File: src/rtl/decode_stage.sv
// ID stage: decodes the IF/ID instruction, reads operands, detects
// load-use hazards and loads the ID/EX register consumed by EX.
module decode_stage #(
  parameter int DATA_W  = 16,
  parameter int RADDR_W = 4
) (
  input  logic               clk,
  input  logic               rst,
  input  logic               if_valid,
  input  logic [DATA_W-1:0]  if_instr,
  input  logic [DATA_W-1:0]  if_pc,
  input  logic               flush,
  output logic               stall_out,
  output logic [RADDR_W-1:0] rf_src1,
  output logic [RADDR_W-1:0] rf_src2,
  input  logic [DATA_W-1:0]  rf_data1,
  input  logic [DATA_W-1:0]  rf_data2,
  output logic               ex_valid,
  output logic [3:0]         ex_opcode,
  output logic [RADDR_W-1:0] ex_rd,
  output logic [RADDR_W-1:0] ex_src1,
  output logic [RADDR_W-1:0] ex_src2,
  output logic [DATA_W-1:0]  ex_a,
  output logic [DATA_W-1:0]  ex_b,
  output logic [DATA_W-1:0]  ex_imm,
  output logic [DATA_W-1:0]  ex_pc,
  output logic               ex_reg_write,
  output logic               ex_mem_read,
  output logic               ex_mem_write,
  output logic               halted,
  output logic [15:0]        stall_count
);

  typedef struct packed {
    logic               valid;
    logic [3:0]         op;
    logic [RADDR_W-1:0] rd;
    logic [RADDR_W-1:0] s1;
    logic [RADDR_W-1:0] s2;
    logic [DATA_W-1:0]  a;
    logic [DATA_W-1:0]  b;
    logic [DATA_W-1:0]  imm;
    logic [DATA_W-1:0]  pc;
    logic               rw;
    logic               mr;
    logic               mw;
  } idex_t;

  idex_t       dec;
  idex_t       idex_q, idex_d;
  logic        halted_q, halted_d;
  logic [15:0] cnt_q, cnt_d;
  logic        hit1, hit2, hazard, load;

  logic [3:0]         op;
  logic [RADDR_W-1:0] f1, f2, f3;

  assign op = if_instr[15:12];
  assign f1 = if_instr[11:8];
  assign f2 = if_instr[7:4];
  assign f3 = if_instr[3:0];

  always_comb begin
    dec    = '0;
    dec.op = op;
    unique case (1'b1)
      !op[3]: begin
        dec.rd = f1;
        dec.s1 = f2;
        dec.s2 = f3;
        dec.rw = 1'b1;
      end
      op == 4'h8: begin
        dec.rd  = f1;
        dec.s1  = f2;
        dec.imm = {{(DATA_W-5){f3[3]}}, f3, 1'b0};
        dec.rw  = 1'b1;
        dec.mr  = 1'b1;
      end
      op == 4'h9: begin
        dec.s1  = f2;
        dec.s2  = f1;
        dec.imm = {{(DATA_W-5){f3[3]}}, f3, 1'b0};
        dec.mw  = 1'b1;
      end
      op == 4'hA || op == 4'hB: begin
        dec.rd  = f1;
        dec.s1  = f1;
        dec.imm = {{(DATA_W-8){1'b0}}, if_instr[7:0]};
        dec.rw  = 1'b1;
      end
      op == 4'hC: begin
        dec.imm = {{(DATA_W-10){if_instr[8]}}, if_instr[8:0], 1'b0};
      end
      op == 4'hD: begin
        dec.s1 = f2;
      end
      op == 4'hE: begin
        dec.rd = f1;
        dec.rw = 1'b1;
      end
      default: ;
    endcase
    // Writes to r0 are architecturally discarded
    if (dec.rd == '0) dec.rw = 1'b0;
  end

  assign rf_src1 = dec.s1;
  assign rf_src2 = dec.s2;

  assign hit1 = (dec.s1 != '0) && (dec.s1 == idex_q.rd);
  assign hit2 = (dec.s2 != '0) && (dec.s2 == idex_q.rd);

  assign hazard = idex_q.valid && idex_q.mr && (idex_q.rd != '0) &&
                  if_valid && !halted_q && (hit1 || hit2);

  assign stall_out = hazard && !flush;
  assign load = !(flush || hazard || !if_valid || halted_q);

  always_comb begin
    idex_d   = '0;
    halted_d = halted_q;
    cnt_d    = cnt_q;
    if (stall_out && cnt_q != 16'hFFFF) cnt_d = cnt_q + 16'd1;
    if (load) begin
      idex_d       = dec;
      idex_d.valid = 1'b1;
      idex_d.a     = rf_data1;
      idex_d.b     = rf_data2;
      idex_d.pc    = if_pc;
      if (op == 4'hF) halted_d = 1'b1;
    end
  end

  always_ff @(posedge clk or posedge rst) begin
    if (rst) begin
      idex_q   <= '0;
      halted_q <= 1'b0;
      cnt_q    <= '0;
    end else begin
      idex_q   <= idex_d;
      halted_q <= halted_d;
      cnt_q    <= cnt_d;
    end
  end

  assign ex_valid     = idex_q.valid;
  assign ex_opcode    = idex_q.op;
  assign ex_rd        = idex_q.rd;
  assign ex_src1      = idex_q.s1;
  assign ex_src2      = idex_q.s2;
  assign ex_a         = idex_q.a;
  assign ex_b         = idex_q.b;
  assign ex_imm       = idex_q.imm;
  assign ex_pc        = idex_q.pc;
  assign ex_reg_write = idex_q.rw;
  assign ex_mem_read  = idex_q.mr;
  assign ex_mem_write = idex_q.mw;
  assign halted       = halted_q;
  assign stall_count  = cnt_q;

endmodule
File: config.mk
export PLATFORM = sky130hd
export DESIGN_NAME = decode_stage
export DESIGN_NICKNAME = d
export VERILOG_FILES = /design/src/rtl/decode_stage.sv
export SDC_FILE = /design/constraint.sdc
export NUM_CORES = 1
export LEC_CHECK = 0
export BUFFER_PORTS_ARGS = -buffer_cell sky130_fd_sc_hd__buf_2
export CORE_UTILIZATION = 50
export CTS_CLUSTER_DIAMETER = 100
export DETAILED_ROUTE_END_ITERATION = 8
export PLACE_DENSITY = 0.85
export SYNTH_ARGS = -nofsm -noshare
export SYNTH_HDL_FRONTEND = slang
export SYNTH_SLANG_ARGS = --single-unit
File: constraint.sdc
create_clock -name clk -period 7.6 [get_ports clk]
set_input_delay 1.14 -clock clk [delete_from_list [all_inputs] [get_ports clk]]
set_output_delay 1.14 -clock clk [all_outputs]
set_load 0.1 [all_outputs]
==> metrics.yaml <==
synth_common_cells: "95 x dfrtp_1, 63 x and3_1, 20 x nand2_1, 14 x xor2_1, 13 x clkbuf_1"
maxSlewViolCount: 0
fin_crit_ns: 4.88
ys_async_sr_fraction_pct: 100
cts.clk_slew.worst_paths_ns: 0.10
crit_buf_inv: 2
cts-buffers-inserted: 9
io_buffers: 177
die_h_um: 89.7
hold_depth: 1
synth.net_count: 398
fin_crit_sh_pct: 64.2
power.density_nw_per_um2: 225
vias: 3113
synthFlopType: "dfrtp_1"
cts_tree: "done"
hp-class: "flop to flop"
fmax_ghz: 0.205
drc: 0
postCtsHoldBufs: 0
post_drt_wl_per_cell_um: 16.2
synthToLayoutAreaGrowth_pct: 27.7
worstReg2RegStart: "ex_rd[3]"
num_rows: 31
arrival_ns: 3.74
status: "completed"
antenna_cells: 0
required_ns: 6.46
hold_ws_ns: 0.485
grt_pass1_vias: 2828
yosysMostFrequentCell: "dfrtp_1"
ant_nets: 0
ir_drop_v: 0.000113
critPathMaxStageDelay_ns: 0.75
coreArea_um2: 7330
cts_resized: 0
setup_viol: 0
synth-edff-count: 0
synth_top_cell_area_share_pct: 61.9
cp_max_fo: 74
synth_top_area_cell: "dfrtp_1"
setup_tns_ns: 0
crit_family: "compound AO/OA/AOI/OAI gates"
rsz0062_at_grt: "false"
hold_viol: 0
cts_buffer_depth: 2
start_util_pct: 52.4
synth-seq-area-share_pct: 61.9
cp_slowest_cell: "a211o_2"
globalRoute.totalOverflow: 0
synthCells: 329
worst_slew_pin_slew_ns: 1.06
r2r_end: "ex_mem_read"
clock_latency_ns: 0.35
r2r_slack_ns: 4.54
final_nets: 562
dpl.hpwl_mm: 6.97
grt_max_degree: 75
root_buffer: "clkbuf_8"
wl_mm: 9.65
gp_congestion: 0.865
cts_sinks: 95
endpoint_kind: "primary output"
maxCapViolations: 0
cp_cell_sequence: "buf_2 -> nor3b_2 -> a31oi_1 -> a221oi_1 -> o2111ai_1 -> a211o_2 -> nor2_1 -> buf_2"
min-delay-start: "stall_count[7]"
viasPerCell: 5.21
cpMostUsedCell: "buf_2"
grtUsageTotal_pct: 24.1
ys_warn_count: 0
ioPinCount: 178
cts_setup_buffers: 0
synth.area.top_cells: "dfrtp_1 62%, and3_1 10%, xor2_1 3.2%, nand2_1 2.0%, nor2b_1 2.0%"
synthesis.area_um2: 3840
final_layout_size_suffix_gt1_share_pct: 41.6
cts_max_level: 3
hold_end: "stall_count[7]"
die_w_um: 89.7
r2r_cells: 7
fill_cells: 594
cp-start-kind: "input pin"
firstDrtPassIters: 4
crit_type: "input pin to primary output"
drtIter0Drc: 89
power_leakage_nw: 3.00
synth_cell_types: 44
die_area_um2: 8040
ys_ff_latch: 95
skew_ns: 0.0115
postSynthAreaPerCell_um2: 11.7
maxSlewHeadroom_pct: 29.6
grt_pass1_wl_mm: 14.4
antenna_found_initial: 0
## worst max-delay path by stage
stage / start / end / slack (ns) / depth (start not counted)
final: if_instr[13] / stall_out / 2.72 / 8
after global routing: if_instr[12] / stall_out / 2.54 / 8
after CTS: if_instr[13] / stall_out / 2.72 / 8
after detailed placement: if_instr[13] / stall_out / 2.73 / 8
after global placement: if_instr[15] / stall_out / 2.81 / 8
after floorplan: if_instr[14] / stall_out / 1.82 / 10
## flip-flops by register name, indices dropped and copies added (netlist names)
name          flops
ex_a             16
ex_b             16
ex_imm           10
ex_mem_read       1
ex_mem_write      1
ex_opcode         4
ex_pc            16
ex_rd             4
ex_reg_write      1
ex_src1           4
ex_src2           4
ex_valid          1
halted            1
stall_count      16
## final cells by class
class                           count  area [um^2]  area share, %
Clock buffer                        9          124           2.53
Clock inverter                      7         55.1           1.12
Inverter                           10         40.0          0.817
Multi-Input combinational cell    198         1280           26.2
Sequential cell                    95         2380           48.5
Tap cell                           99          124           2.53
Timing Repair Buffer              179          901           18.4
## power by group
part	internal [mW]	switching, mW	total, mW
combinational	0.0477	0.218	0.266
sequential	0.523	0.00711	0.530
clock	0.123	0.187	0.310
total	0.694	0.412	1.11
## layer usage
| layer | part of all wire, % | track usage [%] | vias to the layer above |
|---|---|---|---|
| li1 | - | - | 1461 |
| met1 | 41 | 30.6 | 1504 |
| met2 | 50 | 40.0 | 132 |
| met3 | 7.8 | 6.31 | 16 |
| met4 | 2.0 | 8.80 | 0 |
| met5 | 0 | 0 | - |
## cell families after synthesis
logic type / synth area share, %
adder cells (fa/ha/maj): 0.586
flip-flops: 61.9
AND/OR/NAND/NOR: 22.1
multiplexers: 0.293
buffers and inverters: 4.89
AO/OA/AOI/OAI: 5.70
XOR/XNOR: 4.56
## cells in the final DEF (no fill, tap or decap), drive strengths merged, types with 2 or more instances in the layout
| cell type | synthesis | layout |
|---|---|---|
| nor2b | 12 | 12 |
| a31o | 2 | 2 |
| and3 | 63 | 63 |
| xnor2 | 6 | 6 |
| a31oi | 3 | 3 |
| nor3b | 2 | 2 |
| a21oi | 11 | 11 |
| nand2b | 3 | 3 |
| nand4 | 4 | 4 |
| nand2 | 20 | 20 |
| a221o | 4 | 4 |
| and2 | 2 | 2 |
| inv | 10 | 13 |
| nor4 | 4 | 4 |
| buf | 13 | 179 |
| nor2 | 10 | 10 |
| a22oi | 3 | 3 |
| or2 | 2 | 2 |
| nand3 | 5 | 5 |
| xor2 | 14 | 14 |
| clkbuf | 13 | 9 |
| nor3 | 11 | 11 |
| dfrtp | 95 | 95 |
| clkinv | 0 | 3 |
## metrics by stage
stage / instances / util [%] / worst slack (ns) / instance area, um^2 / power (mW)
after detailed placement: 581 / 64.4 / 2.73 / 4720 / 0.806
after global placement: 581 / 64.4 / 2.81 / 4720 / 0.803
after floorplan: 329 / - / 1.82 / 3840 / 0.749
after global routing: 597 / 66.9 / 2.54 / 4900 / 1.15
after CTS: 597 / 66.9 / 2.72 / 4900 / 1.11
final: 597 / 66.9 / 2.72 / 4900 / 1.11
Note: power is estimated with default switching activity, not from simulation.
